<file path="src/rtl/led_strip_pkg.sv">
// Shared types and framing constants for the LED strip transmitter.
package led_strip_pkg;

   typedef enum logic [2:0] {IDLE, START, LOAD, SHIFT, END} state_t;

   localparam int START_BITS = 32;
   localparam int PIX_BITS = 32;
   localparam logic [31:0] HEADER_MASK = 32'hE000_0000;

endpackage

</file>
<file path="src/rtl/led_strip_tx_bit_timer.sv">
// Half-period divider for the strip clock: low phase then high phase, CLK_DIV cycles each.
module led_bit_timer #(
   parameter int CLK_DIV = 1
) (
   input  logic clk,
   input  logic reset,
   input  logic en,
   output logic phase,
   output logic bit_end
);

   localparam int HW = $clog2(CLK_DIV + 1);
   localparam logic [HW-1:0] RELOAD = HW'(CLK_DIV - 1);

   logic [HW-1:0] hcnt;

   always_ff @(posedge clk or posedge reset) begin
      if (reset) begin
         hcnt  <= RELOAD;
         phase <= 1'b0;
      end else if (!en) begin
         hcnt  <= RELOAD;
         phase <= 1'b0;
      end else if (hcnt == '0) begin
         hcnt  <= RELOAD;
         phase <= ~phase;
      end else begin
         hcnt <= hcnt - HW'(1);
      end
   end

   assign bit_end = en & phase & (hcnt == '0);

endmodule

</file>
<file path="src/rtl/led_strip_tx.sv">
// Frames pixel words into a strip stream: 32 zero bits, one word per LED (MSB first), END_BITS zeros.
//
// state | meaning
// IDLE  | waiting for start
// START | sending 32 zero start bits
// LOAD  | pix_ready high, waiting for the next pixel word
// SHIFT | sending the captured word, MSB first
// END   | sending END_BITS zero bits, frame_done on exit
module led_strip_tx
   import led_strip_pkg::*;
#(
   parameter int NUM_LEDS     = 64,
   parameter int END_BITS     = 64,
   parameter int CLK_DIV      = 1,
   parameter bit FORCE_HEADER = 1'b1
) (
   input  logic        clk,
   input  logic        reset,
   input  logic        start,
   output logic        busy,
   input  logic [31:0] pix_data,
   input  logic        pix_valid,
   output logic        pix_ready,
   output logic        led_clk,
   output logic        led_data,
   output logic        frame_done
);

   localparam int PW = $clog2(NUM_LEDS + 1);
   localparam logic [PW-1:0] PIX_TOTAL = PW'(NUM_LEDS);
   localparam logic [7:0] START_LAST = 8'(START_BITS - 1);
   localparam logic [7:0] PIX_LAST   = 8'(PIX_BITS - 1);
   localparam logic [7:0] END_LAST   = 8'(END_BITS - 1);

   state_t state, state_nx;
   logic [7:0] bit_cnt;
   logic [PW-1:0] pix_cnt, pix_inc;
   logic [31:0] shift_reg;
   logic tmr_en, phase, bit_end, done_nx;

   assign tmr_en  = (state == START) || (state == SHIFT) || (state == END);
   assign pix_inc = pix_cnt + PW'(1);

   led_bit_timer #(.CLK_DIV(CLK_DIV)) u_timer (
      .clk     (clk),
      .reset   (reset),
      .en      (tmr_en),
      .phase   (phase),
      .bit_end (bit_end)
   );

   always_ff @(posedge clk or posedge reset) begin
      if (reset) begin
         state      <= IDLE;
         busy       <= 1'b0;
         frame_done <= 1'b0;
      end else begin
         state      <= state_nx;
         frame_done <= done_nx;
         busy       <= (state_nx != IDLE) || done_nx;
      end
   end

   // start is blocked during the frame_done cycle so a coincident request cannot chain frames
   always_comb begin
      state_nx = state;
      done_nx  = 1'b0;
      unique case (state)
         IDLE:  if (start && !frame_done) state_nx = START;
         START: if (bit_end && bit_cnt == START_LAST) state_nx = LOAD;
         LOAD:  if (pix_valid) state_nx = SHIFT;
         SHIFT: if (bit_end && bit_cnt == PIX_LAST) state_nx = (pix_inc == PIX_TOTAL) ? END : LOAD;
         END: begin
            if (bit_end && bit_cnt == END_LAST) begin
               state_nx = IDLE;
               done_nx  = 1'b1;
            end
         end
         default: state_nx = IDLE;
      endcase
   end

   always_ff @(posedge clk or posedge reset) begin
      if (reset) begin
         bit_cnt   <= 8'd0;
         pix_cnt   <= '0;
         shift_reg <= 32'd0;
      end else begin
         if (state_nx != state)
            bit_cnt <= 8'd0;
         else if (bit_end)
            bit_cnt <= bit_cnt + 8'd1;

         if (state == IDLE)
            pix_cnt <= '0;
         else if (state == SHIFT && bit_end && bit_cnt == PIX_LAST)
            pix_cnt <= pix_inc;

         if (state == LOAD && pix_valid)
            shift_reg <= FORCE_HEADER ? (pix_data | HEADER_MASK) : pix_data;
         else if (state == SHIFT && bit_end)
            shift_reg <= {shift_reg[30:0], 1'b0};
      end
   end

   assign pix_ready = (state == LOAD);
   assign led_clk   = tmr_en & phase;
   assign led_data  = (state == SHIFT) & shift_reg[31];

endmodule

</file>
<file path="config.mk">
export PLATFORM = sky130hd
export DESIGN_NAME = led_strip_tx
export DESIGN_NICKNAME = d
export VERILOG_FILES = /design/src/rtl/led_strip_pkg.sv /design/src/rtl/led_strip_tx_bit_timer.sv /design/src/rtl/led_strip_tx.sv
export SDC_FILE = /design/constraint.sdc
export NUM_CORES = 1
export LEC_CHECK = 0
export CAP_MARGIN = 5
export CORE_MARGIN = 3
export CORE_UTILIZATION = 25
export CTS_BUF_LIST = sky130_fd_sc_hd__clkbuf_16
export CTS_CLUSTER_SIZE = 30
export DETAILED_ROUTE_END_ITERATION = 12
export PLACE_DENSITY = 0.53
export REMOVE_ABC_BUFFERS = 1
export SYNTH_ARGS = -nofsm -noshare
export SYNTH_HDL_FRONTEND = slang
export SYNTH_SLANG_ARGS = --single-unit
</file>
<file path="constraint.sdc">
create_clock -name clk -period 5.1 [get_ports clk]
set_input_delay 0.765 -clock clk [delete_from_list [all_inputs] [get_ports clk]]
set_output_delay 0.765 -clock clk [all_outputs]
set_load 0.01 [all_outputs]
</file>
==> reports/qor.yml, run 1 <==
power_and_ir_drop:
  total_power_mw: 1.409
  p_int_uw: 967.7
  clkPwrFrac: 0.230
  power_density_nw_per_um2: 426.8
  power_switching_uw: 441.5
  swShare: 0.3133
  max-vdd-ir-drop_mv: 0.1655
  combPwrFrac: 0.271
  leakage_nw: 1.492
  seqPwrFrac: 0.498
setup_path:
  startpoint_type: "register"
  cp.required_ns: 4.34
  timing.rr.end: "pix_cnt[3]"
  rr_worst_depth: 4
  cp_data_arrival_time_ns: 2.26
  cp-end-kind: "output pin"
  path_depth: 4
  reg2reg_slack_ns: 2.44
  r2r_start: "state[1]"
  cp_cell_sequence: "nor2b_1 > o21ai_2 > inv_1 > clkdlybuf4s50_1"
  criticalPathCategory: "reg -> out"
  cp-startpoint: "state[0]"
  cp_max_fo: 10
  critical_path_buf_inv_count: 2
  crit_end: "led_clk"
  crit_family: "flip-flops"
  crit_slowest_cell: "dfrtp_1"
  slowest_delay_ns: 0.62
drt:
  wire_per_inst_um: 12.07
  drt_first_iter_violations: 140
  num_vias: 1945
  ant_nets: 0
  drc: 0
  via_per_inst: 4.523
  firstDrtPassIters: 4
  wl_um: 5190
final_layout:
  nNetsFinal: 331
  area_growth_pct: 22.18
  n_antenna_cell: 0
  fillers: 1104
  drive_gt1_frac: 0.05782
  final_area_um2: 3302
  largest_register_ffs: 32
floorplan:
  start_util: 0.2595
  dieArea_um2: 12090
  ios: 41
  fp.dieH_um: 110.0
  placementRows: 37
  die_width_um: 110.0
  core_area_um2: 10420
run_status:
  run_status: "finished, final reports clean"
yosys:
  synth.mux.area_fraction: 0.1306
  syn_avg_cell_area_um2: 10.20
  synth_flop_cell: "dfrtp_1"
  synth_top_family_by_area: "simple AND/OR/NAND/NOR gates"
  synth_top_area_share: 0.4907
  netlist.top_cell.by_area: "dfrtp_1"
  synthSimpleGateAreaFrac: 0.1727
  synth_area_leaders: "dfrtp_1 49%, mux2i_1 12%, o21ai_1 5.7%, nand2_1 5.6%, and3_1 2.5%"
  synth-edff-count: 0
  synth_seq_cells: 53
  synth_fa_ha_area_frac: 0.009259
  synth.top_cells.by_count: "53 x dfrtp_1, 40 x nand2_1, 33 x mux2i_1"
  async_flop_share: 1.000
  synth_warnings: 0
  ys_types: 46
  synth_xor_area_frac: 0.02269
  synth_most_common_cell: "dfrtp_1"
  synth_area_um2: 2703
  syn-instance-count: 265
  ys_seq_area_frac: 0.4907
  synth-compound-area-share: 0.1306
clocking:
  clock_latency_ns: 0.29
  cts_root_buffer: "clkbuf_16"
  holdBufCountCts: 0
  clockBufferDepth: 2
  clk_pin_slew_worst_paths_ns: 0.06
  numCtsBuffers: 5
  clkSinkCount: 53
  h-tree-depth: 2
  cts_resized: 0
  cts_tree: "yes"
  cts_setup_buffers: 0
placed_design:
  gp_congestion: 0.7443
  io_buffers: 37
  hpwl_um: 3486
  post_dp_cell_area_um2: 3162
timing:
  period_needed_ns: 3.027
  finalMaxSlewViolations: 0
  rsz0062_at_grt: "no"
  hold_viol: 0
  fin_skew_ns: 0.004657
  timing.final.crit_share: 0.5935
  slew_headroom: 0.5055
  worstMarginPinSlew_ns: 0.7407
  fmax_mhz: 330.4
  setup_viol: 0
  setup_tns_ns: 0
global_route:
  track_usage: 0.09203
  grt_max_degree: 59
  grt_first_pass_wirelength_um: 8963
  grt_pass1_vias: 1876
  antenna_found_initial: 0
  grt_overflow: 0
job:
  cap_violations: 0
hold_path:
  hold_path_class: "reg -> reg"
-- worst min path at each step --
| stage | slack, ns | end | startpoint | cells after the start |
|---|---|---|---|---|
| final | 0.50 | shift_reg[29] | shift_reg[28] | 2 |
| after detailed placement | 0.48 | shift_reg[29] | shift_reg[28] | 2 |
| after floorplan | 0.46 | shift_reg[31] | shift_reg[31] | 2 |
| after global routing | 0.53 | shift_reg[29] | shift_reg[28] | 2 |
| after global placement | 0.48 | shift_reg[31] | shift_reg[30] | 2 |
| after CTS | 0.50 | shift_reg[29] | shift_reg[28] | 2 |
-- metal layers --
| layer | wire, um | vias up | global-route usage | share of wire |
|---|---|---|---|---|
| met4 | 44 | 0 | 0.02137 | 0.0085 |
| met2 | 2315 | 33 | 0.1430 | 0.45 |
| met5 | 0 | - | 0 | 0 |
| met1 | 2570 | 909 | 0.1266 | 0.50 |
| met3 | 260 | 4 | 0.02679 | 0.050 |
| li1 | - | 999 | - | - |
-- tightest hold or removal path, cell delays in order (launching register included) --
cell and delay (ns):
dfrtp_1 0.34, mux2i_1 0.06, nand2_1 0.06
-- kinds of logic after synthesis --
family                   after synthesis
AND/OR/NAND/NOR                       88
AO/OA/AOI/OAI                         58
flip-flops                            53
multiplexers                          35
buffers and inverters                 22
XOR/XNOR                               7
adder cells (fa/ha/maj)                2
-- metrics by stage --
stage | util | hold slack [ns] | worst slack [ns] | instances
detailed placement | 0.3035 | 0.4849 | 2.368 | 422
floorplan | - | 0.4590 | 2.330 | 247
global placement | 0.3035 | 0.4778 | 2.366 | 422
finish | 0.3170 | 0.4975 | 2.073 | 430
CTS | 0.3170 | 0.5027 | 2.055 | 430
global route | 0.3170 | 0.5311 | 1.898 | 430
-- layout by cell type (no fill, tap or decap), drive strengths merged, types with 2 or more instances in the layout --
cell type	count
o211ai	2
ha	2
nor3b	5
a221o	3
inv	6
xor2	6
and3	11
nand2b	2
mux2	2
mux2i	33
nand2	40
nor3	3
nor2b	3
a21oi	8
clkdlybuf4s50	37
dfrtp	53
o2111ai	3
buf	2
or3	2
nor2	11
nand3	4
o21ai	33
clkbuf	5
-- cell type report --
class | count | area [um^2] | area share
multi-input combinational | 190 | 1265 | 0.3831
timing repair buffer | 39 | 385.4 | 0.1167
inverter | 4 | 15.01 | 0.004547
tap | 136 | 170.2 | 0.05153
clock buffer | 5 | 125.1 | 0.03789
sequential | 53 | 1326 | 0.4017
clock inverter | 3 | 15.01 | 0.004547
-- power by group through the flow --
stage                     sequential, mW  combinational [mW]  clock, mW
after floorplan                    0.677               0.301          0
after global placement             0.707               0.381          0
after detailed placement           0.712               0.392          0
after CTS                          0.704               0.392      0.338
after global routing               0.727               0.439      0.351
final                              0.702               0.382      0.325
Note: power is estimated with default switching activity, not from simulation.
==> run 2, diff against run 1 <==
--- a/config.mk
+++ b/config.mk
@@ -11,7 +11,7 @@
 export CTS_BUF_LIST = sky130_fd_sc_hd__clkbuf_16
 export CTS_CLUSTER_SIZE = 30
 export DETAILED_ROUTE_END_ITERATION = 12
-export PLACE_DENSITY = 0.53
+export PLACE_DENSITY = 0.55
 export REMOVE_ABC_BUFFERS = 1
 export SYNTH_ARGS = -nofsm -noshare
 export SYNTH_HDL_FRONTEND = slang
==> constraint.sdc (replaced) <==
create_clock -name clk -period 2.5 [get_ports clk]
set_input_delay 0.375 -clock clk [delete_from_list [all_inputs] [get_ports clk]]
set_output_delay 0.375 -clock clk [all_outputs]
set_load 0.01 [all_outputs]
==> run 2 against run 1 <==
Net effect: flip-flop and latch count did not move; critical path depth is 1 lower; die area unchanged; worst setup slack got worse by 1.9 ns; clock-buffer cell count stayed put; final cell count grew 0.70%; via count rose by 0.57%; first-iteration DRC count decreased by 37%; design area up 1.2%; total power rose by 110%; clock skew hardly changed; hold slack worse by 0.050 ns; critical endpoint is now led_data.
==> reports/qor.yml, run 2 (synthesis results as in run 1) <==
floorplan:
  fp.dieH_um: 110.0
  placementRows: 37
  dieArea_um2: 12090
  ios: 41
  core_area_um2: 10420
  die_width_um: 110.0
  start_util: 0.2595
global_route:
  grt_pass1_vias: 1978
  grt_max_degree: 59
  antenna_found_initial: 0
  track_usage: 0.09490
  grt_overflow: 0
  grt_first_pass_wirelength_um: 9177
drt:
  firstDrtPassIters: 4
  num_vias: 1956
  wl_um: 5377
  drc: 0
  via_per_inst: 4.517
  wire_per_inst_um: 12.42
  ant_nets: 0
  drt_first_iter_violations: 88
setup_path:
  cp.required_ns: 2.12
  startpoint_type: "register"
  cp-end-kind: "output pin"
  criticalPathCategory: "reg -> out"
  r2r_start: "bit_cnt[0]"
  reg2reg_slack_ns: 0.56
  cp_data_arrival_time_ns: 1.97
  timing.rr.end: "pix_cnt[5]"
  rr_worst_depth: 5
  cp_max_fo: 10
power_and_ir_drop:
  total_power_mw: 2.894
  max-vdd-ir-drop_mv: 0.3087
  power_density_nw_per_um2: 866.3
  leakage_nw: 1.504
hold_path:
  hold_path_class: "in -> async"
timing:
  holdWs_ns: 0.4472
  finalMaxSlewViolations: 0
  fmax_mhz: 426.9
  slew_headroom: 0.6498
  hold_viol: 0
  setup_tns_ns: 0
  period_needed_ns: 2.342
  timing.final.crit_share: 0.9370
  rsz0062_at_grt: "no"
  setup_viol: 0
  layout_setup_ws_ns: 0.1576
  worstMarginPinSlew_ns: 0.5246
  fin_skew_ns: 0.004234
final_layout:
  nNetsFinal: 335
  largest_register_ffs: 32
  n_antenna_cell: 0
  area_growth_pct: 23.61
  drive_gt1_frac: 0.07071
  final_cell_mix: "53 x dfrtp_1, 40 x nand2_1, 37 x clkdlybuf4s50_1"
  final_cells: 433
  fillers: 1093
  layout_commonest_cell: "dfrtp_1"
  final_util: 0.3207
  final_area_um2: 3341
clocking:
  cts_setup_buffers: 0
  numCtsBuffers: 5
  cts_root_buffer: "clkbuf_16"
  cts_resized: 0
  h-tree-depth: 2
  clk_pin_slew_worst_paths_ns: 0.07
  clkSinkCount: 53
  cts_tree: "yes"
  holdBufCountCts: 0
  clockBufferDepth: 2
  clock_latency_ns: 0.29
placed_design:
  gp_congestion: 0.7909
  place_inst: 426
  hpwl_um: 3761
  io_buffers: 37
  post_dp_cell_area_um2: 3204
  pre_cts_ws_ns: 0.4643
run_status:
  run_status: "finished, final reports clean"
job:
  cap_violations: 0
==> run 2: cell types whose count changed in the layout (fill, tap and decap cells not counted), sizes merged <==
cell | before | now
inv | 6 | 4
clkinv | 0 | 1
buf | 2 | 6
==> run 2: worst max path at each step <==
stage,cells past startpoint,slack (ns),endpoint,startpoint
6_report,3,0.16,led_data,state[0]
5_1_grt,3,0.04,led_data,state[0]
4_1_cts,3,0.14,led_data,state[0]
3_5_place_dp,3,0.46,led_data,state[0]
3_3_place_gp,4,0.48,led_clk,state[0]
2_1_floorplan,3,-0.23,shift_reg[0],state[1]
==> run 2: area by class of cell <==
class                      count  area (um^2)  area share
inverter                       4        15.01    0.004494
clock buffer                   5        125.1     0.03745
sequential                    53         1326      0.3970
clock inverter                 2        11.26    0.003371
tap                          136        170.2     0.05094
timing repair buffer          43        427.9      0.1281
multi-input combinational    190         1265      0.3787
==> run 2: worst max-delay path, stage by stage (launching register included) <==
cell             delay [ns]
dfrtp_1                0.61
nor2b_1                0.29
and3_1                 0.23
clkdlybuf4s50_1        0.55
==> run 2: metal layers <==
metal	wire length [um]	vias to the layer above	GRT usage
li1	-	998	-
met1	2644	912	0.1278
met2	2444	39	0.1529
met3	230	7	0.02155
met4	58	0	0.02671
met5	0	-	0
==> run 2: report_power, final <==
group	switching [mW]	internal, mW	total [mW]
registers	0.249	1.19	1.44
clock network	0.299	0.362	0.662
logic	0.369	0.428	0.797
total	0.917	1.98	2.89
==> run 3, diff against run 2 <==
--- a/config.mk
+++ b/config.mk
@@ -6,7 +6,6 @@
 export NUM_CORES = 1
 export LEC_CHECK = 0
 export CAP_MARGIN = 5
-export CORE_MARGIN = 3
 export CORE_UTILIZATION = 25
 export CTS_BUF_LIST = sky130_fd_sc_hd__clkbuf_16
 export CTS_CLUSTER_SIZE = 30
==> run 3 against run 2 <==
Net effect: critical path depth rose by 1; register-to-register slack barely moved; worst setup slack improved by 0.10 ns; sequential share of layout area fell by 0.33 points; flip-flop and latch count did not move; fmax rose by 4.6%; largest power group unchanged; final cell count rose by 0.23%; clock skew fell by 0.00084 ns; hold slack got worse by 0.030 ns.
==> reports/qor.yml, run 3 (synthesis results as in run 1) <==
setup_path:
  criticalPathCategory: "reg -> out"
  path_depth: 4
  reg2reg_slack_ns: 0.55
  cp-end-kind: "output pin"
  cp.required_ns: 2.12
  startpoint_type: "register"
  cp_data_arrival_time_ns: 1.87
  r2r_start: "bit_cnt[0]"
  timing.rr.end: "pix_cnt[5]"
  crit_family: "buffers and inverters"
  cp_max_fo: 10
  cp_cell_sequence: "nor2b_1 > o21ai_2 > inv_1 > clkdlybuf4s50_1"
  critical_path_buf_inv_count: 2
  rr_worst_depth: 5
  slowest_delay_ns: 0.53
  crit_slowest_cell: "clkdlybuf4s50_1"
run_status:
  run_status: "finished, final reports clean"
timing:
  holdWs_ns: 0.4173
  slew_headroom: 0.6578
  fin_skew_ns: 0.003395
  hold_viol: 0
  rsz0062_at_grt: "no"
  layout_setup_ws_ns: 0.2599
  setup_viol: 0
  period_needed_ns: 2.240
  worstMarginPinSlew_ns: 0.5133
  fmax_mhz: 446.4
  finalMaxSlewViolations: 0
  timing.final.crit_share: 0.8961
final_layout:
  nNetsFinal: 335
  drive_gt1_frac: 0.07718
  layout_commonest_cell: "dfrtp_1"
  final_area_um2: 3372
  n_antenna_cell: 0
  final_cell_mix: "52 x dfrtp_1, 40 x nand2_1, 37 x clkdlybuf4s50_1"
  final_cells: 434
  area_growth_pct: 24.77
  largest_register_ffs: 32
clocking:
  clock_latency_ns: 0.29
  holdBufCountCts: 0
  numCtsBuffers: 5
  h-tree-depth: 2
  cts_resized: 0
  clkSinkCount: 53
  clk_pin_slew_worst_paths_ns: 0.07
  cts_setup_buffers: 0
  cts_root_buffer: "clkbuf_16"
  clockBufferDepth: 2
  cts_tree: "yes"
drt:
  drc: 0
  ant_nets: 0
  wl_um: 5285
  firstDrtPassIters: 4
  num_vias: 1952
  wire_per_inst_um: 12.18
  via_per_inst: 4.498
  drt_first_iter_violations: 105
global_route:
  grt_pass1_vias: 1899
  grt_overflow: 0
  grt_max_degree: 59
  antenna_found_initial: 0
  track_usage: 0.1013
  grt_first_pass_wirelength_um: 9094
placed_design:
  hpwl_um: 3632
  place_inst: 426
  pre_cts_ws_ns: 0.4492
  io_buffers: 37
  post_dp_cell_area_um2: 3204
  gp_congestion: 0.7527
floorplan:
  core_area_um2: 10420
  dieArea_um2: 11230
  fp.dieH_um: 106.0
  die_width_um: 106.0
  ios: 41
  start_util: 0.2595
  placementRows: 37
power_and_ir_drop:
  total_power_mw: 3.010
  power_density_nw_per_um2: 892.8
  max-vdd-ir-drop_mv: 0.3022
  leakage_nw: 1.518
hold_path:
  hold_path_class: "in -> async"
job:
  cap_violations: 0
-- run 3: power by group --
part / total [mW] / switching, mW / internal [mW]
Sequential: 1.43 / 0.248 / 1.19
Clock: 0.778 / 0.309 / 0.469
Combinational: 0.798 / 0.370 / 0.428
Total: 3.01 / 0.927 / 2.08
-- run 3: worst max-delay path by stage --
stage / from / to / slack [ns]
after floorplan: state[1] / shift_reg[0] / -0.23
after global placement: state[0] / led_clk / 0.47
after detailed placement: state[0] / led_clk / 0.45
after CTS: state[0] / led_clk / 0.11
after global routing: state[0] / led_clk / 0.13
final: state[0] / led_clk / 0.26
-- run 3: worst register-to-register path, stage by stage (launching register included) --
cell and delay (ns):
dfrtp_1 0.40, ha_1 0.23, nor2b_1 0.23, and4bb_2 0.43, nor2_1 0.17, a221o_1 0.37
-- run 3: layout make-up --
| cell class | count | area (um^2) |
|---|---|---|
| flip-flops and latches | 53 | 1328 |
| well taps | 136 | 170.2 |
| inverters | 4 | 15.01 |
| fillers | 1112 | 7044 |
| repair buffers | 43 | 427.9 |
| clock inverters | 3 | 41.29 |
| multi-input cells | 190 | 1265 |
| clock buffers | 5 | 125.1 |
-- run 3: per-layer routing --
metal,share of wire,wire [um],global-route usage
met5,0,0,0
met4,0.0074,39,0.04464
met3,0.032,167,0.02085
met2,0.43,2284,0.1513
met1,0.53,2793,0.1410
-- run 3: stage by stage --
stage                 util  setup TNS (ns)
floorplan                -          -6.789
global placement    0.3076               0
detailed placement  0.3076               0
CTS                 0.3236               0
global route        0.3237               0
finish              0.3237               0
